$ cat src/rtl/pipeline_hazard_ctrl.sv
// Stall/flush/forward controller for a 5-stage pipeline, including the
// req/ack sequencer with timeout for multi-cycle data-memory accesses.
//
// state   | meaning
// IDLE    | no access outstanding; a load/store arriving in MEM starts one
// WAIT    | DMem_Req high, IF..MEM frozen, WB takes bubbles until DMem_Ack
// DONE    | stalls released for one cycle so the access retires
module pipeline_hazard_ctrl #(
  parameter int MEM_TIMEOUT = 64,
  parameter int CNT_WIDTH   = 16
) (
  input  logic                 clk,
  input  logic                 rst,
  input  logic [4:0]           ID_Rs,
  input  logic [4:0]           ID_Rt,
  input  logic                 ID_NeedRs,
  input  logic                 ID_NeedRt,
  input  logic                 ID_WantRsByEX,
  input  logic                 ID_WantRtByEX,
  input  logic [4:0]           EX_Rs,
  input  logic [4:0]           EX_Rt,
  input  logic [4:0]           EX_RtRd,
  input  logic                 EX_RegWrite,
  input  logic                 EX_MemRead,
  input  logic [4:0]           M_RtRd,
  input  logic                 M_RegWrite,
  input  logic                 M_MemRead,
  input  logic                 M_MemWrite,
  input  logic [4:0]           WB_RtRd,
  input  logic                 WB_RegWrite,
  input  logic                 M_Exception,
  input  logic                 DMem_Ack,
  output logic                 DMem_Req,
  output logic                 IF_Stall,
  output logic                 ID_Stall,
  output logic                 EX_Stall,
  output logic                 M_Stall,
  output logic                 WB_Stall,
  output logic                 IF_Flush,
  output logic                 ID_Flush,
  output logic                 EX_Flush,
  output logic                 M_Flush,
  output logic [1:0]           ID_RsFwdSel,
  output logic [1:0]           ID_RtFwdSel,
  output logic [1:0]           EX_RsFwdSel,
  output logic [1:0]           EX_RtFwdSel,
  output logic                 BusErr,
  output logic [CNT_WIDTH-1:0] StallCount
);

  localparam int TW = $clog2(MEM_TIMEOUT);
  localparam logic [TW-1:0] TIMER_LOAD = TW'(MEM_TIMEOUT - 1);

  typedef enum logic [1:0] {ST_IDLE, ST_WAIT, ST_DONE} mem_state_e;

  mem_state_e           state_q, state_d;
  logic [TW-1:0]        timer_q, timer_d;
  logic [CNT_WIDTH-1:0] stall_cnt_q, stall_cnt_d;

  logic bus_err, flush, mem_wait, id_haz, if_stall;

  function automatic logic match(input logic [4:0] a, input logic [4:0] b, input logic we);
    return we && (a == b) && (a != 5'd0);
  endfunction

  // The youngest producer wins; a load still in MEM has no value to forward yet.
  function automatic logic [1:0] fwd_sel(input logic [4:0] src);
    if (match(src, M_RtRd, M_RegWrite)) return M_MemRead ? 2'b00 : 2'b01;
    if (match(src, WB_RtRd, WB_RegWrite)) return 2'b10;
    return 2'b00;
  endfunction

  function automatic logic src_haz(input logic [4:0] src, input logic need, input logic want_ex);
    return (need && match(src, EX_RtRd, EX_RegWrite))
        || (need && match(src, M_RtRd, M_RegWrite) && M_MemRead)
        || (want_ex && match(src, EX_RtRd, EX_RegWrite) && EX_MemRead);
  endfunction

  always_comb begin
    // Down-counter: loaded on entry to WAIT, terminal count 0 is the last allowed cycle.
    bus_err  = !rst && (state_q == ST_WAIT) && !DMem_Ack && (timer_q == '0);
    flush    = !rst && (M_Exception || bus_err);
    mem_wait = !rst && !flush && (state_q == ST_WAIT);
    id_haz   = src_haz(ID_Rs, ID_NeedRs, ID_WantRsByEX)
            || src_haz(ID_Rt, ID_NeedRt, ID_WantRtByEX);
    if_stall = !rst && !flush && (mem_wait || id_haz);

    state_d = state_q;
    timer_d = timer_q;
    case (state_q)
      ST_IDLE: begin
        if ((M_MemRead || M_MemWrite) && !flush) begin
          state_d = ST_WAIT;
          timer_d = TIMER_LOAD;
        end
      end
      ST_WAIT: begin
        if (flush)         state_d = ST_IDLE;
        else if (DMem_Ack) state_d = ST_DONE;
        else               timer_d = timer_q - 1'b1;
      end
      ST_DONE: state_d = ST_IDLE;
      default: state_d = ST_IDLE;
    endcase

    stall_cnt_d = stall_cnt_q;
    if (if_stall && (stall_cnt_q != '1)) stall_cnt_d = stall_cnt_q + 1'b1;
  end

  always_ff @(posedge clk) begin
    if (rst) begin
      state_q     <= ST_IDLE;
      timer_q     <= '0;
      stall_cnt_q <= '0;
    end else begin
      state_q     <= state_d;
      timer_q     <= timer_d;
      stall_cnt_q <= stall_cnt_d;
    end
  end

  always_comb begin
    DMem_Req    = mem_wait;
    IF_Stall    = if_stall;
    ID_Stall    = if_stall;
    EX_Stall    = mem_wait;
    M_Stall     = mem_wait;
    WB_Stall    = 1'b0;
    IF_Flush    = flush;
    ID_Flush    = flush;
    EX_Flush    = flush;
    M_Flush     = flush;
    BusErr      = bus_err;
    ID_RsFwdSel = rst ? 2'b00 : fwd_sel(ID_Rs);
    ID_RtFwdSel = rst ? 2'b00 : fwd_sel(ID_Rt);
    EX_RsFwdSel = rst ? 2'b00 : fwd_sel(EX_Rs);
    EX_RtFwdSel = rst ? 2'b00 : fwd_sel(EX_Rt);
    StallCount  = stall_cnt_q;
  end

endmodule

$ cat config.mk
export PLATFORM = sky130hd
export DESIGN_NAME = pipeline_hazard_ctrl
export DESIGN_NICKNAME = d
export VERILOG_FILES = /design/src/rtl/pipeline_hazard_ctrl.sv
export SDC_FILE = /design/constraint.sdc
export NUM_CORES = 1
export LEC_CHECK = 0
export CORE_ASPECT_RATIO = 2
export CORE_MARGIN = 3
export CORE_UTILIZATION = 41
export CTS_BUF_LIST = sky130_fd_sc_hd__clkbuf_8
export DETAILED_ROUTE_END_ITERATION = 10
export PLACE_DENSITY_LB_ADDON = 0.1
export SLEW_MARGIN = 20
export SYNTH_ARGS = -nofsm -noshare
export SYNTH_HDL_FRONTEND = slang
export SYNTH_SLANG_ARGS = --single-unit
$ cat constraint.sdc
create_clock -name clk -period 2.35 [get_ports clk]
set_input_delay 0.47 -clock clk [delete_from_list [all_inputs] [get_ports clk]]
set_output_delay 0.47 -clock clk [all_outputs]
set_load 0.005 [all_outputs]
==> results.md, run 1 <==
| Result | This run |
|:---|:---|
| Crit start category | input port |
| Antenna diode instance count | 0 |
| First DRT Iteration DRCs | 61 |
| Power density of the placed cells | 325 nW/um^2 |
| Hold violation count in the final report | 0 |
| Area of the die | 6040 sq um |
| Ys async rst share | 0% |
| Initial antenna violation count | 0 |
| Fraction of the core area covered by cells at the end of the flow | 70.8% |
| Violations in the final reports | setup timing |
| Cell count after placement | 429 |
| Sequential fraction of the synthesis area | 23.0% |
| Average wire length per cell after detail routing | 15.8 um |
| Clock root cell | sky130_fd_sc_hd__clkbuf_8 |
| Highest attainable clock frequency | 414 MHz |
| Mapped Area | 2090 sq um |
| Insertion delay to the later sink of the worst-skew pair | 270 ps |
| Data required time at the worst endpoint | 1880 ps |
| Number of buffers inserted for hold repair after clock tree synthesis | 0 |
| Proportion of power drawn by combinational gates | 39.4% |
| Startpoint-to-endpoint class of the critical path | in -> out |
| Cell Count, Final, Fillers Out | 436 |
| Portion of total power attributed to sequential cells | 39.1% |
| Final instance area | 3480 sq um |
| Placer Congestion | 0.964 |
| Count of antenna-violating nets left after detailed routing | 0 |
| Clock tree from TritonCTS | done |
| Synth top area share | 23.0% |
| Share of total power in the clock network | 21.5% |
| Number of enable flip-flop cells after synthesis | 0 |
| Number of standard cells after synthesis | 254 |
| Worst-case register-to-register setup slack | 20 ps |
| Inserted Clock Buffers | 3 |
| Avg Synthesized Cell Area | 8.23 sq um |
| Sw Ratio | 30.8% |
| Number of vias in the routed layout | 2382 |
| Final critical-path share of the clock period | 103% |
| Die span in y | 107 um |
| Highest net fanout along the worst path | 3 |
| Leakage power | 1.44 nW |
| Worst slack at placement | -722 ps |
| Largest area contributor in the netlist | sky130_fd_sc_hd__dfxtp_1 |
| Total number of yosys warnings | 0 |
| Final net count | 433 |
| Count of pins over their slew limit | 0 |
| Flop and latch count out of synthesis | 24 |
| Starting utilization of the core area | 42.6% |
| Number of distinct library cell variants in the gate-level netlist after synthesis | 48 |
| Fraction of final layout cells sized beyond drive strength 1 | 35.9% |
| First-pass GRT wire length | 10700 um |
| Endpoint class of the critical path | output pin |
| Detailed-router iteration count before antenna repair | 4 |
| Worst clock skew | 4.03 ps |
| Final WS setup | -66.8 ps |
| Overall power | 1.13 mW |
| Global router's overall resource usage | 22.0% |
| Core region area | 4910 sq um |
| Max Root-Sink Buffers | 2 |
| Number of filler instances in the final layout | 425 |
| Final period demand of the worst path | 2420 ps |
| Leading post-synthesis cells by cell area | sky130_fd_sc_hd__dfxtp_1 23%, sky130_fd_sc_hd__xnor2_1 17%, sky130_fd_sc_hd__xor2_1 5.4% |
| Arrival time of the worst setup path | 1950 ps |
| Number of global-route vias before repair | 2418 |
| Post-place instance area | 3300 sq um |
| Clock sink count | 24 |
| Status | finished with violations |
| Internal power of the cells | 0.781 mW |
| RSZ-0062 raised after global routing | true |
| Top_reg_cell synth | sky130_fd_sc_hd__dfxtp_1 |
| Overall die width | 56.5 um |
| Number of ports placed on the die boundary | 84 |
| Number of remaining DRC errors | 0 |
| Maximum vdd drop | 0.333 mV |
| Worst hold path type | reg -> reg |
| Input/output buffers | 82 |
| Signed area change from the synthesized netlist to the final layout | 66.3% |
| Finish-stage setup viols | 2 |
| Final global-route overflow total | 0 |
| Maximum capacitance violations | 0 |
| Placed wire-length estimate after detailed placement | 5420 um |
| Number of vias per cell | 5.46 |
| Net count after synthesis | 306 |
| Number of rows created at floorplan | 36 |
| Clock edge transition at the registers on the reported setup and hold paths | 80 ps |
| Hold Slack | 505 ps |
| Total detailed-routing wirelength | 6900 um |
| Level count of the clock H-tree | 1 |
| Largest net degree at the start of global routing | 26 |
| Accumulated negative setup slack | -133 ps |
| Net switching power of the design | 0.348 mW |
==> flip-flops by register name, indices dropped and copies added (netlist names) <==
signal / count
StallCount: 16
state_q: 2
timer_q: 6
==> worst max-delay path, cell delays in order <==
cell and delay (ps):
sky130_fd_sc_hd__buf_6 90, sky130_fd_sc_hd__or4_4 530, sky130_fd_sc_hd__o211a_1 250, sky130_fd_sc_hd__and3_4 180
sky130_fd_sc_hd__nor3_4 180, sky130_fd_sc_hd__a21oi_2 100, sky130_fd_sc_hd__buf_2 140
==> layer usage <==
metal  track usage [%]  routed length, um  vias to the layer above
met5                 0                  0                        -
li1                  -                  -                     1151
met4              11.4                336                        0
met3              1.69                294                       24
met1              20.2               2290                     1110
met2              45.0               3980                       97
==> cell usage after synthesis (3+ instances only) <==
cell type and count:
sky130_fd_sc_hd__a21oi_1 7, sky130_fd_sc_hd__mux2i_1 5, sky130_fd_sc_hd__nor2_1 22, sky130_fd_sc_hd__or4_1 4, sky130_fd_sc_hd__xor2_1 13, sky130_fd_sc_hd__nor3_1 7, sky130_fd_sc_hd__dfxtp_1 24, sky130_fd_sc_hd__nand3_1 9
sky130_fd_sc_hd__nor2b_1 10, sky130_fd_sc_hd__nand2b_1 5, sky130_fd_sc_hd__buf_4 7, sky130_fd_sc_hd__ha_1 3, sky130_fd_sc_hd__inv_1 5, sky130_fd_sc_hd__and3_1 5, sky130_fd_sc_hd__mux2_2 6, sky130_fd_sc_hd__nand2_1 8
sky130_fd_sc_hd__a31oi_1 3, sky130_fd_sc_hd__clkbuf_1 10, sky130_fd_sc_hd__nor4_1 5, sky130_fd_sc_hd__and2_1 3, sky130_fd_sc_hd__nor3b_1 3, sky130_fd_sc_hd__xnor2_1 41, sky130_fd_sc_hd__nand4_1 15
==> layout make-up <==
| cell class | count | area [sq um] | area share, % |
|---|---|---|---|
| multi-input cells | 205 | 1690 | 48.7 |
| repair buffers | 142 | 1170 | 33.6 |
| flip-flops and latches | 24 | 483 | 13.9 |
| well taps | 57 | 71.3 | 2.05 |
| clock buffers | 3 | 41.3 | 1.19 |
| inverters | 5 | 18.8 | 0.540 |
==> final timing paths <==
kind,start,endpoint,cells after the start
setup reg to reg,timer_q[0]$_SDFFE_PP0P_,StallCount[13]$_SDFFE_PP0P_,9
setup / recovery,ID_Rt[3],ID_Stall,7
hold reg to reg,StallCount[3]$_SDFFE_PP0P_,StallCount[3]$_SDFFE_PP0P_,1
hold / removal,StallCount[3]$_SDFFE_PP0P_,StallCount[3]$_SDFFE_PP0P_,1
==> placed cells by master (no fill, tap or decap), drive strengths merged, types with 8 or more instances in the layout <==
master         netlist  layout
xor2                13      13
nor2                22      22
nand2                8       8
buf                 11      78
dlygate4sd2          0      26
a21oi                8       9
nand3                9       9
nand4               15      15
dfxtp               24      24
nor2b               10      10
clkdlybuf4s50        0      27
xnor2               41      41
nor3                 8       8
==> power by group through the flow <==
stage	logic (mW)	clock network, mW	registers [mW]
final	0.445	0.242	0.442
after global routing	0.477	0.259	0.444
after CTS	0.424	0.245	0.438
after detailed placement	0.425	0	0.446
after global placement	0.419	0	0.446
after floorplan	0.191	0	0.446
==> timing repair <==
action	4_1_cts	5_1_grt
setup buffers	3	1
gates resized for setup	142	34
setup endpoints to repair	34	25
endpoints found under the hold margin	0	0
cloned	1	0
pin swaps	30	15
==> cells by family (layout without fill, tap and decap cells) <==
| kind of cell | after synthesis | after routing | synth area share, % |
|---|---|---|---|
| muxes | 11 | 11 | 5.63 |
| xor gates and xnor gates | 54 | 54 | 22.6 |
| buffers and inverters | 26 | 150 | 6.34 |
| and+or+nand+nor | 107 | 107 | 29.7 |
| other | 1 | 1 | 0.179 |
| AOI/OAI and AO/OA | 28 | 29 | 10.8 |
| adders and majority gates | 3 | 3 | 1.80 |
| DFF | 24 | 24 | 23.0 |
Power figures use the tool's default switching activity.
==> run 2: changes to the inputs <==
--- a/config.mk
+++ b/config.mk
@@ -7,10 +7,11 @@
 export LEC_CHECK = 0
 export CORE_ASPECT_RATIO = 2
 export CORE_MARGIN = 3
-export CORE_UTILIZATION = 41
+export CORE_UTILIZATION = 45
 export CTS_BUF_LIST = sky130_fd_sc_hd__clkbuf_8
 export DETAILED_ROUTE_END_ITERATION = 10
 export PLACE_DENSITY_LB_ADDON = 0.1
+export REMOVE_ABC_BUFFERS = 1
 export SLEW_MARGIN = 20
 export SYNTH_ARGS = -nofsm -noshare
 export SYNTH_HDL_FRONTEND = slang
==> constraint.sdc (replaced) <==
create_clock -name clk -period 2.62 [get_ports clk]
set_input_delay 0.524 -clock clk [delete_from_list [all_inputs] [get_ports clk]]
set_output_delay 0.524 -clock clk [all_outputs]
set_load 0.005 [all_outputs]
==> results.md, run 2 (synthesized netlist as in run 1, its figures left out) <==
| Result | This run | Delta |
|:---|:---|:---|
| Placer Congestion | 0.934 | -3.1% |
| Final critical-path share of the clock period | 98.6% |  |
| Arrival time of the worst setup path | 2060 ps | +110 ps |
| Worst-case register-to-register setup slack | 190 ps | +170 ps |
| Placed wire-length estimate after detailed placement | 5460 um | +0.75% |
| Level count of the clock H-tree | 1 | unchanged |
| Insertion delay to the later sink of the worst-skew pair | 270 ps | about the same |
| Final net count | 443 | +2.3% |
| Fraction of the core area covered by cells at the end of the flow | 81.0% | +10 points |
| Leading cell type in the layout, fill and taps excluded | sky130_fd_sc_hd__buf_4 |  |
| Cell count after placement | 429 | unchanged |
| Number of vias in the routed layout | 2432 | +2.1% |
| Input/output buffers | 82 | unchanged |
| FF-to-FF Start | timer_q[1]$_SDFFE_PP0P_ |  |
| WP buf/inv | 3 | +1 |
| Status | finished, final reports clean |  |
| Average wire length per cell after detail routing | 16.1 um | +1.5% |
| Detailed-router iteration count before antenna repair | 4 | unchanged |
| Final global-route overflow total | 0 | unchanged |
| Most Frequent Cell on Critical Path | sky130_fd_sc_hd__buf_2 |  |
| Number of global-route vias before repair | 2413 | -0.21% |
| Max Root-Sink Buffers | 2 | unchanged |
| Cells on worst reg2reg path | 10 | +1 |
| Final period demand of the worst path | 2580 ps |  |
| Portion of total power attributed to sequential cells | 35.1% | -4.0 points |
| Overall die width | 54.2 um | -4.1% |
| Maximum vdd drop | 0.364 mV | +9.1% |
| Largest net degree at the start of global routing | 23 | -12% |
| Finish-stage setup viols | 0 | -2 |
| Sw Ratio | 28.0% | -2.9 points |
| Number of rows created at floorplan | 34 | -5.6% |
| Count of pins over their slew limit | 0 | unchanged |
| Power density of the placed cells | 314 nW/um^2 | -3.3% |
| Highest net fanout along the worst path | 3 | unchanged |
| Maximum capacitance violations | 0 | unchanged |
| Core region area | 4420 sq um | -9.9% |
| Inserted Clock Buffers | 3 | unchanged |
| Cell Count, Final, Fillers Out | 444 | +1.8% |
| Antenna diode instance count | 0 | unchanged |
| Count of antenna-violating nets left after detailed routing | 0 | unchanged |
| Number of vias per cell | 5.48 | +0.26% |
| Net switching power of the design | 0.315 mW | -9.6% |
| Initial antenna violation count | 0 | unchanged |
| Highest attainable clock frequency | 387 MHz |  |
| Accumulated negative setup slack | 0 ps | +133 ps |
| Die span in y | 102 um | -4.3% |
| Maximum single-stage delay on the critical path | 540 ps | about the same |
| Levels on crit path | 8 | +1 |
| Signed area change from the synthesized netlist to the final layout | 71.3% |  |
| Total detailed-routing wirelength | 7130 um | +3.3% |
| Number of ports placed on the die boundary | 84 | unchanged |
| Overall power | 1.12 mW | -0.36% |
| Data required time at the worst endpoint | 2100 ps | +220 ps |
| Share of total power in the clock network | 28.9% | +7.4 points |
| Proportion of power drawn by combinational gates | 36.1% | -3.3 points |
| Number of remaining DRC errors | 0 | unchanged |
| Worst hold path type | reg -> reg |  |
| Cell with the largest stage delay on the worst path | sky130_fd_sc_hd__or4_4 |  |
| Starting utilization of the core area | 47.3% | +4.7 points |
| Crit-path cells | buf_2 > or4_4 > o211ai_1 > buf_4 > o31ai_4 > nor3_4 > a21oi_2 > buf_2 |  |
| Worst clock skew | 2.05 ps | -1.98 ps |
| Crit path max-delay family | simple AND/OR/NAND/NOR gates |  |
| Clock sink count | 24 | unchanged |
| First DRT Iteration DRCs | 46 | -25% |
| Source of the critical timing path | ID_Rs[2] |  |
| Clock edge transition at the registers on the reported setup and hold paths | 80 ps | about the same |
| Crit start category | input port |  |
| Fraction of final layout cells sized beyond drive strength 1 | 31.8% | -4.1 points |
| Leading cell types in the layout, fill and taps excluded | 67 x sky130_fd_sc_hd__buf_4, 41 x sky130_fd_sc_hd__xnor2_1, 35 x sky130_fd_sc_hd__clkdlybuf4s50_1 |  |
| Crit path capture | IF_Stall |  |
| Global router's overall resource usage | 25.8% | +3.8 points |
| Endpoint class of the critical path | output pin |  |
| Number of flip-flops under the largest register name | 16 | unchanged |
| First-pass GRT wire length | 10700 um | +0.20% |
| End of the worst register-to-register path | StallCount[9]$_SDFFE_PP0P_ |  |
| Hold violation count in the final report | 0 | unchanged |
| Internal power of the cells | 0.810 mW | +3.7% |
| Number of buffers inserted for hold repair after clock tree synthesis | 0 | unchanged |
| Area of the die | 5550 sq um | -8.2% |
| Clock tree from TritonCTS | done |  |
| Clock root cell | sky130_fd_sc_hd__clkbuf_8 |  |
| Startpoint-to-endpoint class of the critical path | in -> out |  |
| Leakage power | 1.56 nW | +8.3% |
-- run 2: repair_timing --
item,4_1_cts,5_1_grt
buffers inserted,9,1
gates cloned,0,1
pin swaps,22,17
resized for setup,86,26
endpoints found under the setup margin,28,25
-- run 2: how the worst min path moves through the flow --
stage	end	cells past startpoint	slack (ps)	from
3_3_place_gp	StallCount[6]$_SDFFE_PP0P_	1	480	StallCount[6]$_SDFFE_PP0P_
4_1_cts	StallCount[6]$_SDFFE_PP0P_	1	500	StallCount[6]$_SDFFE_PP0P_
6_report	StallCount[6]$_SDFFE_PP0P_	1	510	StallCount[6]$_SDFFE_PP0P_
5_1_grt	StallCount[8]$_SDFFE_PP0P_	1	540	StallCount[8]$_SDFFE_PP0P_
2_1_floorplan	timer_q[4]$_SDFFE_PP0P_	2	470	timer_q[4]$_SDFFE_PP0P_
3_5_place_dp	StallCount[6]$_SDFFE_PP0P_	1	480	StallCount[6]$_SDFFE_PP0P_
-- run 2: stage by stage --
step / hold WS [ps] / setup slack (ps) / cell area, sq um
5_1_grt: 537 / -13.3 / 3580
4_1_cts: 504 / 3.91 / 3500
3_3_place_gp: 479 / -610 / 3330
2_1_floorplan: 466 / 241 / 1980
6_report: 509 / 37.9 / 3580
3_5_place_dp: 484 / -650 / 3330
-- run 2: area by class of cell --
class / instances / area [sq um]
clock inverter: 1 / 30.0
multi-input combinational: 204 / 1630
inverter: 5 / 18.8
tap: 54 / 67.6
timing repair buffer: 153 / 1320
clock buffer: 3 / 41.3
fill: 298 / 842
sequential: 24 / 480
-- run 2: power groups by stage --
stage / logic [mW] / registers (mW) / clock network, mW
5_1_grt: 0.436 / 0.397 / 0.343
3_5_place_dp: 0.385 / 0.402 / 0
2_1_floorplan: 0.147 / 0.400 / 0
6_report: 0.405 / 0.394 / 0.325
4_1_cts: 0.391 / 0.394 / 0.326
3_3_place_gp: 0.379 / 0.402 / 0
-- run 2: layer usage --
| metal | up-vias | part of all wire (%) | wire length (um) | GRT usage [%] |
|---|---|---|---|---|
| met2 | 87 | 60 | 4280 | 52.6 |
| met3 | 24 | 4.0 | 288 | 2.63 |
| met4 | 0 | 2.9 | 210 | 8.45 |
| met5 | - | 0 | 0 | 0 |
| li1 | 1174 | - | - | - |
| met1 | 1147 | 33 | 2350 | 24.3 |
-- run 2: worst reg2reg max path: stages, from the launching register on --
cell and delay (ps):
sky130_fd_sc_hd__dfxtp_1 340, sky130_fd_sc_hd__inv_1 60, sky130_fd_sc_hd__ha_1 180, sky130_fd_sc_hd__nor4b_2 160, sky130_fd_sc_hd__and3_1 200, sky130_fd_sc_hd__or3_4 370
sky130_fd_sc_hd__a41o_1 250, sky130_fd_sc_hd__a21oi_4 190, sky130_fd_sc_hd__buf_12 150, sky130_fd_sc_hd__nand4_1 110, sky130_fd_sc_hd__mux2_4 320
